--- src/rtl/tcnd_v2_pkg.sv ---
// tcnd_v2 shared definitions: condition-code width and encodings.
// Imported by the interface, the return stack and the top.
package tcnd_v2_pkg;

    localparam int CCW = 4;

    typedef logic [CCW-1:0] cc_t;

    localparam cc_t CC_NONE = 4'd0;
    localparam cc_t CC_RET  = 4'd1;
    localparam cc_t CC_JMP  = 4'd2;
    localparam cc_t CC_CALL = 4'd3;
    localparam cc_t CC_JZ   = 4'd4;
    localparam cc_t CC_JNZ  = 4'd5;
    localparam cc_t CC_JC   = 4'd6;
    localparam cc_t CC_JNC  = 4'd7;
    localparam cc_t CC_JN   = 4'd8;
    localparam cc_t CC_JNN  = 4'd9;

endpackage

--- src/rtl/tcnd_v2_if.sv ---
// Branch request/response bundle between control path and tcnd_v2.
// master: br_en, contl, aluo, flag_we, ret_addr, tgt_addr -> ; <- tcnd, br_addr
interface tcnd_v2_if #(
    parameter int DW = 8,
    parameter int AW = 8
);
    import tcnd_v2_pkg::*;

    logic          br_en;
    cc_t           contl;
    logic [DW:0]   aluo;
    logic          flag_we;
    logic [AW-1:0] ret_addr;
    logic [AW-1:0] tgt_addr;
    logic          tcnd;
    logic [AW-1:0] br_addr;

    modport master (
        output br_en, contl, aluo, flag_we, ret_addr, tgt_addr,
        input  tcnd, br_addr
    );

    modport slave (
        input  br_en, contl, aluo, flag_we, ret_addr, tgt_addr,
        output tcnd, br_addr
    );

endinterface

--- src/rtl/tcnd_v2_ret_stack.sv ---
// Return-address LIFO, AW x DEPTH, with occupancy count sp (0..DEPTH).
// Ports: clk, rst_n, push, pop, din -> top, full, empty, sp.
module tcnd_v2_ret_stack #(
    parameter int AW    = 8,
    parameter int DEPTH = 4
) (
    input  logic                   clk,
    input  logic                   rst_n,
    input  logic                   push,
    input  logic                   pop,
    input  logic [AW-1:0]          din,
    output logic [AW-1:0]          top,
    output logic                   full,
    output logic                   empty,
    output logic [$clog2(DEPTH):0] sp
);
    localparam int IW = $clog2(DEPTH);

    logic [AW-1:0] mem [DEPTH];
    logic [IW-1:0] wi;
    logic [IW-1:0] ri;

    // At sp=DEPTH the low bits wrap to 0, so ri still lands on DEPTH-1.
    assign wi    = sp[IW-1:0];
    assign ri    = wi - IW'(1);
    assign top   = mem[ri];
    assign full  = (sp == (IW+1)'(DEPTH));
    assign empty = (sp == '0);

    // Contents are cleared too so top is never X when read as don't-care.
    always_ff @(posedge clk) begin
        if (!rst_n) begin
            sp <= '0;
            for (int i = 0; i < DEPTH; i++) mem[i] <= '0;
        end else if (push && !full) begin
            mem[wi] <= din;
            sp      <= sp + 1'b1;
        end else if (pop && !empty) begin
            sp <= sp - 1'b1;
        end
    end

endmodule

--- src/rtl/tcnd_v2.sv ---
// Branch-condition unit: decodes contl against flags, drives tcnd/br_addr.
// Ports: clk, rst_n, bus (slave), err_clr -> zf, cf, nf, sp, ovf, unf.
module tcnd_v2
    import tcnd_v2_pkg::*;
#(
    parameter int DW       = 8,
    parameter int AW       = 8,
    parameter int DEPTH    = 4,
    parameter int FLAG_SRC = 0
) (
    input  logic                   clk,
    input  logic                   rst_n,
    tcnd_v2_if.slave               bus,
    input  logic                   err_clr,
    output logic                   zf,
    output logic                   cf,
    output logic                   nf,
    output logic [$clog2(DEPTH):0] sp,
    output logic                   ovf,
    output logic                   unf
);
    logic          lz, lc, ln;
    logic          ez, ec, en;
    logic          full, empty;
    logic          push, pop;
    logic          ovf_set, unf_set;
    logic          tk;
    logic [AW-1:0] top;

    assign lz = ~|bus.aluo[DW-1:0];
    assign lc = bus.aluo[DW];
    assign ln = bus.aluo[DW-1];

    assign ez = (FLAG_SRC != 0) ? zf : lz;
    assign ec = (FLAG_SRC != 0) ? cf : lc;
    assign en = (FLAG_SRC != 0) ? nf : ln;

    tcnd_v2_ret_stack #(
        .AW    (AW),
        .DEPTH (DEPTH)
    ) u_stack (
        .clk   (clk),
        .rst_n (rst_n),
        .push  (push),
        .pop   (pop),
        .din   (bus.ret_addr),
        .top   (top),
        .full  (full),
        .empty (empty),
        .sp    (sp)
    );

    always_comb begin
        tk      = 1'b0;
        push    = 1'b0;
        pop     = 1'b0;
        ovf_set = 1'b0;
        unf_set = 1'b0;
        if (bus.br_en) begin
            case (bus.contl)
                CC_RET: begin
                    tk      = !empty;
                    pop     = !empty;
                    unf_set = empty;
                end
                CC_JMP:  tk = 1'b1;
                CC_CALL: begin
                    tk      = !full;
                    push    = !full;
                    ovf_set = full;
                end
                CC_JZ:   tk = ez;
                CC_JNZ:  tk = !ez;
                CC_JC:   tk = ec;
                CC_JNC:  tk = !ec;
                CC_JN:   tk = en;
                CC_JNN:  tk = !en;
                default: tk = 1'b0;
            endcase
        end
    end

    assign bus.tcnd    = tk;
    assign bus.br_addr = (bus.br_en && bus.contl == CC_RET) ? top
                                                             : bus.tgt_addr;

    // A new error in the same cycle as err_clr keeps the flag set.
    always_ff @(posedge clk) begin
        if (!rst_n) begin
            zf  <= 1'b0;
            cf  <= 1'b0;
            nf  <= 1'b0;
            ovf <= 1'b0;
            unf <= 1'b0;
        end else begin
            if (bus.flag_we) begin
                zf <= lz;
                cf <= lc;
                nf <= ln;
            end
            if (ovf_set)      ovf <= 1'b1;
            else if (err_clr) ovf <= 1'b0;
            if (unf_set)      unf <= 1'b1;
            else if (err_clr) unf <= 1'b0;
        end
    end

endmodule

--- src/flat_wrapper.sv ---
// flat-port wrapper written by rule: the top's interface ports become plain ports
module tcnd_v2_flat import tcnd_v2_pkg::*;
#(
    parameter int DW       = 8,
    parameter int AW       = 8,
    parameter int DEPTH    = 4,
    parameter int FLAG_SRC = 0
)
  (clk, rst_n, err_clr, zf, cf, nf, sp, ovf, unf, bus_br_en, bus_contl, bus_aluo, bus_flag_we, bus_ret_addr, bus_tgt_addr, bus_tcnd, bus_br_addr);
  tcnd_v2_if #(.DW(DW), .AW(AW)) bus_i ();
  input  logic clk;
  input  logic rst_n;
  input  logic err_clr;
  output logic zf;
  output logic cf;
  output logic nf;
  output logic [$clog2(DEPTH):0] sp;
  output logic ovf;
  output logic unf;
  input wire logic [$bits(bus_i.br_en)-1:0] bus_br_en;
  input wire logic [$bits(bus_i.contl)-1:0] bus_contl;
  input wire logic [$bits(bus_i.aluo)-1:0] bus_aluo;
  input wire logic [$bits(bus_i.flag_we)-1:0] bus_flag_we;
  input wire logic [$bits(bus_i.ret_addr)-1:0] bus_ret_addr;
  input wire logic [$bits(bus_i.tgt_addr)-1:0] bus_tgt_addr;
  output wire logic [$bits(bus_i.tcnd)-1:0] bus_tcnd;
  output wire logic [$bits(bus_i.br_addr)-1:0] bus_br_addr;
  assign bus_i.br_en = bus_br_en;
  assign bus_i.contl = bus_contl;
  assign bus_i.aluo = bus_aluo;
  assign bus_i.flag_we = bus_flag_we;
  assign bus_i.ret_addr = bus_ret_addr;
  assign bus_i.tgt_addr = bus_tgt_addr;
  assign bus_tcnd = bus_i.tcnd;
  assign bus_br_addr = bus_i.br_addr;
  tcnd_v2 #(.DW(DW), .AW(AW), .DEPTH(DEPTH), .FLAG_SRC(FLAG_SRC)) u_core (.clk(clk), .rst_n(rst_n), .bus(bus_i), .err_clr(err_clr), .zf(zf), .cf(cf), .nf(nf), .sp(sp), .ovf(ovf), .unf(unf));
endmodule
--- config.mk ---
export PLATFORM = sky130hd
export DESIGN_NAME = tcnd_v2_flat
export DESIGN_NICKNAME = d
export VERILOG_FILES = /design/src/rtl/tcnd_v2_pkg.sv /design/src/rtl/tcnd_v2_if.sv /design/src/rtl/tcnd_v2_ret_stack.sv /design/src/rtl/tcnd_v2.sv /design/src/flat_wrapper.sv
export SDC_FILE = /design/constraint.sdc
export NUM_CORES = 1
export LEC_CHECK = 0
export ABC_AREA = 1
export BUFFER_PORTS_ARGS = -buffer_cell sky130_fd_sc_hd__buf_2
export CAP_MARGIN = 20
export CORE_MARGIN = 3
export CORE_UTILIZATION = 40
export DETAILED_ROUTE_END_ITERATION = 8
export GPL_TIMING_DRIVEN = 0
export MAX_ROUTING_LAYER = met4
export PLACE_DENSITY = 0.62
export SLEW_MARGIN = 10
export SYNTH_ARGS = -nofsm -noshare
export SYNTH_HDL_FRONTEND = slang
export SYNTH_SLANG_ARGS = --single-unit
--- constraint.sdc ---
create_clock -name clk -period 7.8 [get_ports clk]
set_clock_uncertainty 0.2 [all_clocks]
set_input_delay 2.34 -clock clk [delete_from_list [all_inputs] [get_ports clk]]
set_output_delay 2.34 -clock clk [all_outputs]
set_load 0.005 [all_outputs]
==> results.sh, run 1 <==
export IMPL_drv_slew=0
export IMPL_drtPass1Iterations=4
export IMPL_rows=25
export IMPL_critPathRequiredTime_ns=5.26
export IMPL_multi_input_area_sq_um=837
export IMPL_min_period_over_period=0.767
export IMPL_drt_iter0_markers=172
export IMPL_cts_buffer_depth=2
export IMPL_cts_resized=0
export IMPL_nFillCells=493
export IMPL_drt_wirelength_per_cell_um=12.4
export IMPL_worstMarginPinSlew_ns=0.551
export IMPL_path_clk_slew_ns=0.06
export IMPL_arrival_ns=3.45
export IMPL_setup_viol=0
export IMPL_htree_num_levels=2
export IMPL_max_vdd_ir_drop_mv=0.0775
export IMPL_vias=1803
export IMPL_clk_latency_ns=0.28
export IMPL_syn_area_sq_um=2120
export IMPL_antenna_cells=0
export IMPL_antenna_found_initial=0
export IMPL_rsz0062_at_grt="no"
export IMPL_gr_usage_all_layers=0.161
export IMPL_cts_sinks=40
export IMPL_die_w_um=78.9
export IMPL_port_buffers=50
export IMPL_vias_per_cell=4.74
export IMPL_postRouteAntennaNets=0
export IMPL_fin_area_sq_um=2550
export IMPL_die_h_um=78.9
export IMPL_p_per_area_nw_per_um2=163
export IMPL_cts_hold_fix_buffers=0
export IMPL_ys_flop_type="edfxtp_1"
export IMPL_post_cts_buffers=0
export IMPL_synthCells=253
export IMPL_cts_tree="done"
export IMPL_synth_common_cells="68 x nor2_1, 38 x o21ai_0, 32 x edfxtp_1"
export IMPL_gp_congestion=0.808
export IMPL_dpl_cell_area_sq_um=2470
export IMPL_hold_slack_ns=0.270
export IMPL_grt_pass1_vias=1590
export IMPL_cp_common_cell="buf_2"
export IMPL_routed_wirelength_um=4710
export IMPL_area_growth_syn_to_layout_pct=20.2
export IMPL_period_needed_ns=5.99
export IMPL_grt_pass1_wl_um=7420
export IMPL_ys_ff_latch=40
export IMPL_cts_buffers=5
export IMPL_synth_most_common_cell="nor2_1"
export IMPL_drive_above_1_share=0.227
export IMPL_hp_class="reg -> reg"
export IMPL_cp_start_kind="input pin"
export IMPL_synthesis_nets=289
export IMPL_grt_max_degree=13
export IMPL_crit_chain="buf_2, nor2_4, inv_2, nor3_4, buf_6, nand2_1, o21ai_0, buf_2"
export IMPL_design_core_area_sq_um=4910
export IMPL_critPathSlowestCell="nor3_4"
export IMPL_die_area_sq_um=6220
export IMPL_initial_core_util=0.432
export IMPL_slowest_delay_ns=0.31
export IMPL_clockRootBuffer="clkbuf_8"
export IMPL_critical_path_max_fanout=10
export IMPL_syn_avg_cell_area_sq_um=8.39
export IMPL_yosysTopAreaCell="edfxtp_1"
export IMPL_slew_headroom=0.629
export IMPL_crit_family="buffers and inverters"
export IMPL_yosysSeqAreaShare=0.528
export IMPL_maxCapViolCount=0
export IMPL_synth_top_area_share=0.453
export IMPL_yosysWarnings=0
export IMPL_nNetsFinal=348
export IMPL_route_detailed_drc=0
export IMPL_finalSetupTns_ns=0
export IMPL_synth_edf_count=32
export IMPL_end_kind="output pin"
export IMPL_num_io_pins=51
export IMPL_async_flop_share=0
export IMPL_worstSetupPathType="in -> out"
export IMPL_max_freq_ghz=0.167
export IMPL_p_leak_nw=1.17
export IMPL_status="complete, no violations"
export IMPL_ys_types=23
export IMPL_hpwlAfterDp_um=3570
export IMPL_hold_viol_final=0
export IMPL_crit_buf_inv=4
export IMPL_synth_area_leaders="edfxtp_1 45%, nor2_1 12%, o21ai_0 9.0%"
export IMPL_grt_remaining_overflow=0
export IMPL_seq_area_sq_um=1120
## report_power, final
part	internal (W)	total [W]	switching, W
Sequential	0.000236	0.000238	0.00000229
Clock	0.0000628	0.000130	0.0000675
Combinational	0.0000179	0.0000471	0.0000293
## state kept, by name, summed over array words and instances (netlist names)
signal	count
u_core.cf	1
u_core.ovf	1
u_core.nf	1
u_core.zf	1
u_core.u_stack.mem	32
u_core.unf	1
u_core.u_stack.sp	3
## layout by cell type, fill, tap and decap left out, drive strengths merged
| cell | count |
|---|---|
| o21ai | 38 |
| nand3 | 9 |
| dfxtp | 8 |
| a21oi | 5 |
| inv | 32 |
| nand4 | 5 |
| clkinv | 1 |
| nand2 | 32 |
| nor2 | 71 |
| o31ai | 1 |
| nor3 | 9 |
| mux2i | 1 |
| fa | 1 |
| ha | 1 |
| buf | 57 |
| clkbuf | 10 |
| edfxtp | 32 |
## cell type report
class                   instances  share of cell area
flip-flops and latches         40               0.439
multi-input cells             173               0.328
repair buffers                 52               0.103
inverters                      32              0.0471
well taps                      67              0.0329
clock buffers                   7              0.0299
plain buffers                   8              0.0177
clock inverters                 1             0.00196
## cells by family after synthesis
logic type                 synth area share
adders and majority gates            0.0153
DFF                                   0.528
AOI/OAI and AO/OA                     0.105
muxes                               0.00471
buffers and inverters                0.0778
and+or+nand+nor                       0.269
## through the flow
stage,instances,setup slack (ns),power (W),utilization
after detailed placement,372,1.80,0.000290,0.503
after CTS,380,1.79,0.000418,0.519
final,380,1.81,0.000416,0.519
after global routing,380,1.71,0.000435,0.519
after floorplan,253,2.19,0.000268,-
after global placement,370,1.80,0.000289,0.500
## final timing paths
kind	cells past startpoint	from	to	slack [ns]
hold / removal	2	u_core.unf$_SDFFE_PN0P_	u_core.unf$_SDFFE_PN0P_	0.27
hold reg to reg	2	u_core.unf$_SDFFE_PN0P_	u_core.unf$_SDFFE_PN0P_	0.27
setup / recovery	8	bus_contl[2]	bus_br_addr[5]	1.81
setup reg to reg	8	u_core.u_stack.sp[0]$_SDFFE_PN0P_	u_core.u_stack.mem[3][0]$_DFFE_PP_	4.90
## tightest hold or removal path, stage by stage (launching register included)
cell and delay [ns]:
dfxtp_1 0.31, nand2_1 0.06, a21oi_1 0.05
## per-layer routing
layer / track usage / up-vias / share of wire
met5: - / - / 0
met4: 0.0567 / 0 / 0.010
met3: 0.0340 / 4 / 0.066
met2: 0.245 / 49 / 0.46
met1: 0.215 / 802 / 0.46
li1: - / 948 / -
Note: power is estimated with default switching activity, not from simulation.
==> run 2, diff against run 1 <==
Settings changed: PLACE_DENSITY 0.62 to 0.64.
Clock period 7.8 ns to 5.45 ns, I/O delays scaled along.
==> run 2 against run 1 <==
Combinational power is 44% higher. Utilization grew 0.48 points. Via count up 1.8%. Hold slack got worse by 0.0035 ns. Sequential share of layout area down 0.41 points. Design area up 0.93%. Die area did not move. Critical path type unchanged. Critical endpoint is now bus_br_addr[6]. Largest power group unchanged.
==> results.sh, run 2 (synthesis gave the netlist of run 1 again) <==
export IMPL_rsz0062_at_grt="no"
export IMPL_grt_pass1_wl_um=8120
export IMPL_postRouteAntennaNets=0
export IMPL_initial_core_util=0.432
export IMPL_crit_family="simple AND/OR/NAND/NOR gates"
export IMPL_crit_buf_inv=4
export IMPL_gp_congestion=0.854
export IMPL_setup_ws_ns=0.799
export IMPL_nNetsFinal=347
export IMPL_cts_resized=0
export IMPL_period_needed_ns=4.65
export IMPL_worstMarginPinSlew_ns=0.806
export IMPL_drt_iter0_markers=109
export IMPL_nFillCells=482
export IMPL_slowest_delay_ns=0.36
export IMPL_die_area_sq_um=6220
export IMPL_cts_tree="done"
export IMPL_clk_latency_ns=0.29
export IMPL_dpl_cell_area_sq_um=2460
export IMPL_routed_wirelength_um=4920
export IMPL_critPathSlowestCell="nor3_4"
export IMPL_setup_viol=0
export IMPL_clockRootBuffer="clkbuf_8"
export IMPL_max_freq_ghz=0.215
export IMPL_p_leak_nw=1.18
export IMPL_area_growth_syn_to_layout_pct=21.3
export IMPL_fin_area_sq_um=2570
export IMPL_cts_buffer_depth=2
export IMPL_cts_buffers=5
export IMPL_largest_reg_flops=32
export IMPL_largest_register="u_core.u_stack.mem"
export IMPL_grt_pass1_vias=1754
export IMPL_power_w=0.000647
export IMPL_vias_per_cell=4.84
export IMPL_arrival_ns=2.82
export IMPL_drt_wirelength_per_cell_um=13.0
export IMPL_p_per_area_nw_per_um2=251
export IMPL_p_int_w=0.000499
export IMPL_design_core_area_sq_um=4910
export IMPL_num_io_pins=51
export IMPL_worstSetupPathType="in -> out"
export IMPL_power_frac_seq=0.527
export IMPL_p_comb_frac=0.105
export IMPL_path_clk_slew_ns=0.07
export IMPL_hold_viol_final=0
export IMPL_swShare=0.229
export IMPL_min_period_over_period=0.853
export IMPL_hpwlAfterDp_um=3730
export IMPL_grt_max_degree=13
export IMPL_rows=25
export IMPL_slew_headroom=0.459
export IMPL_post_cts_buffers=0
export IMPL_cp_start_kind="input pin"
export IMPL_final_common_cell="nor2_1"
export IMPL_final_cell_mix="68 x nor2_1, 54 x buf_2, 38 x o21ai_0"
export IMPL_hp_class="reg -> reg"
export IMPL_cts_sinks=40
export IMPL_route_detailed_drc=0
export IMPL_status="complete, no violations"
export IMPL_drtPass1Iterations=4
export IMPL_grt_remaining_overflow=0
export IMPL_end_kind="output pin"
export IMPL_maxCapViolCount=0
export IMPL_port_buffers=50
export IMPL_finalSetupTns_ns=0
export IMPL_p_clk_frac=0.368
export IMPL_antenna_found_initial=0
export IMPL_crit_chain="buf_2, nor2_4, inv_2, nor3_4, buf_6, nand2_1, o21ai_0, buf_2"
export IMPL_p_sw_w=0.000148
export IMPL_die_w_um=78.9
export IMPL_critPathRequiredTime_ns=3.62
export IMPL_cp_common_cell="buf_2"
export IMPL_critical_path_max_fanout=10
export IMPL_htree_num_levels=2
export IMPL_max_vdd_ir_drop_mv=0.141
export IMPL_die_h_um=78.9
export IMPL_cts_hold_fix_buffers=0
export IMPL_gr_usage_all_layers=0.175
export IMPL_vias=1836
export IMPL_drive_above_1_share=0.231
export IMPL_reg_top3="u_core.u_stack.mem x32, u_core.u_stack.sp x3"
export IMPL_pre_cts_slack_ns=0.805
export IMPL_antenna_cells=0
export IMPL_drv_slew=0
run 2: cell types whose count changed in the layout (fill, tap and decap cells not counted), sizes merged:
cell / before / now
buf: 57 / 56
bufinv: 0 / 1
clkbuf: 10 / 9
run 2: worst min-delay path, stage by stage (launching register included):
cell and delay, ns:
dfxtp_1 0.31, nand2_1 0.06, a21oi_1 0.05
run 2: layout make-up:
type	instances	area, sq um	share of cell area
inverters	32	120	0.0466
well taps	67	83.8	0.0326
clock inverters	2	35.0	0.0136
clock buffers	6	72.6	0.0282
multi-input cells	173	842	0.327
plain buffers	8	45.0	0.0175
flip-flops and latches	40	1120	0.435
repair buffers	51	255	0.0991
run 2: final timing paths:
kind,depth (start not counted),slack (ns),end,start
min,2,0.27,u_core.ovf$_SDFFE_PN0P_,u_core.ovf$_SDFFE_PN0P_
max reg2reg,7,2.54,u_core.u_stack.mem[3][2]$_DFFE_PP_,u_core.u_stack.sp[0]$_SDFFE_PN0P_
min reg2reg,2,0.27,u_core.ovf$_SDFFE_PN0P_,u_core.ovf$_SDFFE_PN0P_
max,8,0.80,bus_br_addr[6],bus_contl[2]
run 2: through the flow:
stage	cells	utilization	hold slack (ns)
final	379	0.524	0.267
after global routing	379	0.524	0.283
after CTS	378	0.522	0.268
after detailed placement	370	0.500	0.254
after global placement	370	0.500	0.253
after floorplan	253	-	0.259
run 2: power by group through the flow:
| stage | clock [W] | combinational (W) | sequential (W) |
|---|---|---|---|
| 6_report | 0.000238 | 0.0000676 | 0.000341 |
| 5_1_grt | 0.000259 | 0.0000767 | 0.000342 |
| 4_1_cts | 0.000241 | 0.0000679 | 0.000341 |
| 3_5_place_dp | 0 | 0.0000676 | 0.000348 |
| 3_3_place_gp | 0 | 0.0000663 | 0.000347 |
| 2_1_floorplan | 0 | 0.0000365 | 0.000347 |
run 2: routing by layer:
| layer | share of wire | GRT usage | up-vias |
|---|---|---|---|
| met1 | 0.45 | 0.209 | 833 |
| met2 | 0.50 | 0.298 | 52 |
| met4 | 0.0031 | 0.0533 | 0 |
| met3 | 0.045 | 0.0374 | 2 |
| met5 | 0 | - | - |
| li1 | - | - | 949 |
==> run 3, diff against run 2 <==
Settings changed: ABC_AREA 1 to 0, CORE_UTILIZATION 40 to 35, PLACE_DENSITY 0.64 to 0.57, REMOVE_ABC_BUFFERS from default to 1.
==> run 3 against run 2 <==
First-iteration DRC count decreased by 55%. Highest routed layer unchanged. Combinational power shrank 16%. Area after synthesis down 2.4%. Critical endpoint is now bus_br_addr[7].
==> results.sh, run 3 <==
export IMPL_status="complete, no violations"
export IMPL_cp_start_kind="input pin"
export IMPL_vias_per_cell=4.99
export IMPL_postRouteAntennaNets=0
export IMPL_hp_start="u_core.ovf$_SDFFE_PN0P_"
export IMPL_largest_register="u_core.u_stack.mem"
export IMPL_die_area_sq_um=6880
export IMPL_worstRegToRegCells=6
export IMPL_antenna_found_initial=0
export IMPL_drive_above_1_share=0.373
export IMPL_synth_top_area_share=0.464
export IMPL_ys_ff_latch=40
export IMPL_clockRootBuffer="clkbuf_8"
export IMPL_hpwlAfterDp_um=2970
export IMPL_cts_sinks=40
export IMPL_whs_endpoint="u_core.ovf$_SDFFE_PN0P_"
export IMPL_slew_headroom=0.401
export IMPL_p_sw_w=0.000145
export IMPL_r2r_end="u_core.u_stack.mem[1][4]$_SDFFCE_PN0P_"
export IMPL_swShare=0.223
export IMPL_grt_pass1_wl_um=7090
export IMPL_largest_reg_flops=32
export IMPL_nNetsFinal=247
export IMPL_synth_area_leaders="edfxtp_1 46%, and2_1 9.7%, mux4_2 8.7%"
export IMPL_end_kind="output pin"
export IMPL_synthCells=160
export IMPL_syn_avg_cell_area_sq_um=12.9
export IMPL_antenna_cells=0
export IMPL_die_h_um=82.9
export IMPL_gp_congestion=0.769
export IMPL_yosysWarnings=0
export IMPL_post_cts_buffers=0
export IMPL_yosysSeqAreaShare=0.541
export IMPL_cts_tree="done"
export IMPL_drtPass1Iterations=4
export IMPL_drt_iter0_markers=49
export IMPL_min_period_over_period=0.929
export IMPL_instances_no_fill=284
export IMPL_drt_wirelength_per_cell_um=15.4
export IMPL_hold_slack_ns=0.270
export IMPL_cts_buffers=5
export IMPL_max_freq_ghz=0.198
export IMPL_hp_class="reg -> reg"
export IMPL_critical_path_max_fanout=10
export IMPL_die_w_um=82.9
export IMPL_reg_top3="u_core.u_stack.mem x32, u_core.u_stack.sp x3"
export IMPL_cts_hold_fix_buffers=0
export IMPL_num_io_pins=51
export IMPL_period_needed_ns=5.06
export IMPL_finalCoreUtilization=0.446
export IMPL_final_common_cell="buf_2"
export IMPL_synth_edf_count=32
export IMPL_rows=27
export IMPL_clk_latency_ns=0.29
export IMPL_grt_remaining_overflow=0
export IMPL_syn_area_sq_um=2070
export IMPL_drv_slew=0
export IMPL_maxCapViolCount=0
export IMPL_critPathRequiredTime_ns=3.62
export IMPL_p_comb_frac=0.087
export IMPL_synth_common_cells="32 x and2_1, 32 x edfxtp_1, 10 x nor2_1"
export IMPL_grt_max_degree=18
export IMPL_vias=1418
export IMPL_power_frac_seq=0.527
export IMPL_routed_wirelength_um=4380
export IMPL_max_vdd_ir_drop_mv=0.144
export IMPL_p_per_area_nw_per_um2=259
export IMPL_hold_viol_final=0
export IMPL_async_flop_share=0
export IMPL_area_growth_syn_to_layout_pct=20.8
export IMPL_ys_types=43
export IMPL_power_w=0.000649
export IMPL_gr_usage_all_layers=0.139
export IMPL_worstSetupPathType="in -> out"
export IMPL_grt_pass1_vias=1354
export IMPL_ys_flop_type="edfxtp_1"
export IMPL_whs_path_depth=2
export IMPL_rsz0062_at_grt="no"
export IMPL_route_detailed_drc=0
export IMPL_p_clk_frac=0.386
export IMPL_yosysTopAreaCell="edfxtp_1"
export IMPL_path_clk_slew_ns=0.08
export IMPL_reg2reg_from="u_core.u_stack.sp[0]$_SDFFE_PN0P_"
export IMPL_final_cell_mix="50 x buf_2, 32 x and2_1, 32 x edfxtp_1"
export IMPL_port_buffers=50
export IMPL_initial_core_util=0.369
export IMPL_htree_num_levels=2
export IMPL_p_leak_nw=1.00
export IMPL_worstMarginPinSlew_ns=0.892
export IMPL_rrSetupSlack_ns=2.16
export IMPL_dp_cells=276
export IMPL_p_int_w=0.000504
export IMPL_setup_viol=0
export IMPL_arrival_ns=3.23
export IMPL_design_core_area_sq_um=5610
export IMPL_cts_buffer_depth=2
-- run 3: changes by cell type after synthesis, sizes merged, moves of 6 or more --
cell	delta
nand3	-7
mux4	+8
and2	+32
o21ai	-32
nand2	-29
inv	-27
mux2	+8
nor3	-6
nor2	-61
-- run 3: worst max-delay path by stage --
| stage | depth (start not counted) | startpoint | to | slack, ns |
|---|---|---|---|---|
| 2_1_floorplan | 3 | bus_contl[2] | bus_br_addr[1] | 0.77 |
| 3_3_place_gp | 5 | bus_contl[2] | bus_br_addr[6] | -0.007 |
| 3_5_place_dp | 5 | bus_contl[2] | bus_br_addr[6] | 0.01 |
| 4_1_cts | 5 | bus_contl[2] | bus_br_addr[6] | 0.01 |
| 5_1_grt | 5 | bus_contl[2] | bus_br_addr[6] | 0.28 |
| 6_report | 5 | bus_contl[2] | bus_br_addr[7] | 0.39 |
-- run 3: metal layers --
layer	vias to the layer above	wire (um)	track usage
li1	699	-	-
met1	665	1850	0.165
met2	44	2130	0.213
met3	10	304	0.0496
met4	0	92	0.0579
met5	-	0	-
-- run 3: what timing repair did --
item | in CTS | in global routing
endpoints found under the setup margin | 0 | 8
resized for setup | 0 | 1
endpoints found under the hold margin | 0 | 0
-- run 3: kinds of logic after synthesis --
| family | Yosys count | share of synthesized area |
|---|---|---|
| adders and majority gates | 2 | 0.0157 |
| muxes | 20 | 0.150 |
| DFF | 40 | 0.541 |
| xor gates and xnor gates | 2 | 0.00846 |
| and+or+nand+nor | 67 | 0.201 |
| AOI/OAI and AO/OA | 16 | 0.0544 |
| buffers and inverters | 13 | 0.0296 |
-- run 3: cell type report --
class | count | area (sq um)
Inverter | 6 | 22.5
Clock buffer | 5 | 68.8
Tap cell | 72 | 90.1
Multi-Input combinational cell | 107 | 897
Timing Repair Buffer | 51 | 258
Clock inverter | 3 | 46.3
Sequential cell | 40 | 1120
Fill cell | 549 | 3100
-- run 3: per-stage QoR --
step                      cell area, sq um  TNS (ns)  setup WS (ns)
after floorplan                       2030         0          0.769
after global placement                2370   -0.0306       -0.00702
after detailed placement              2390         0         0.0114
after CTS                             2500         0         0.0106
after global routing                  2500         0          0.282
final                                 2500         0          0.389
-- run 3: power by group through the flow --
| stage | Sequential [W] | Combinational [W] | Clock [W] |
|---|---|---|---|
| after CTS | 0.000342 | 0.0000580 | 0.000257 |
| after global routing | 0.000343 | 0.0000637 | 0.000272 |
| after detailed placement | 0.000349 | 0.0000576 | 0 |
| final | 0.000342 | 0.0000566 | 0.000250 |
| after floorplan | 0.000348 | 0.0000270 | 0 |
| after global placement | 0.000349 | 0.0000565 | 0 |
-- run 3: critical path, cell delays in order --
cell      delay, ns
buf_2          0.14
and4bb_2       0.38
nor2b_2        0.54
mux2_2         0.39
buf_2          0.12
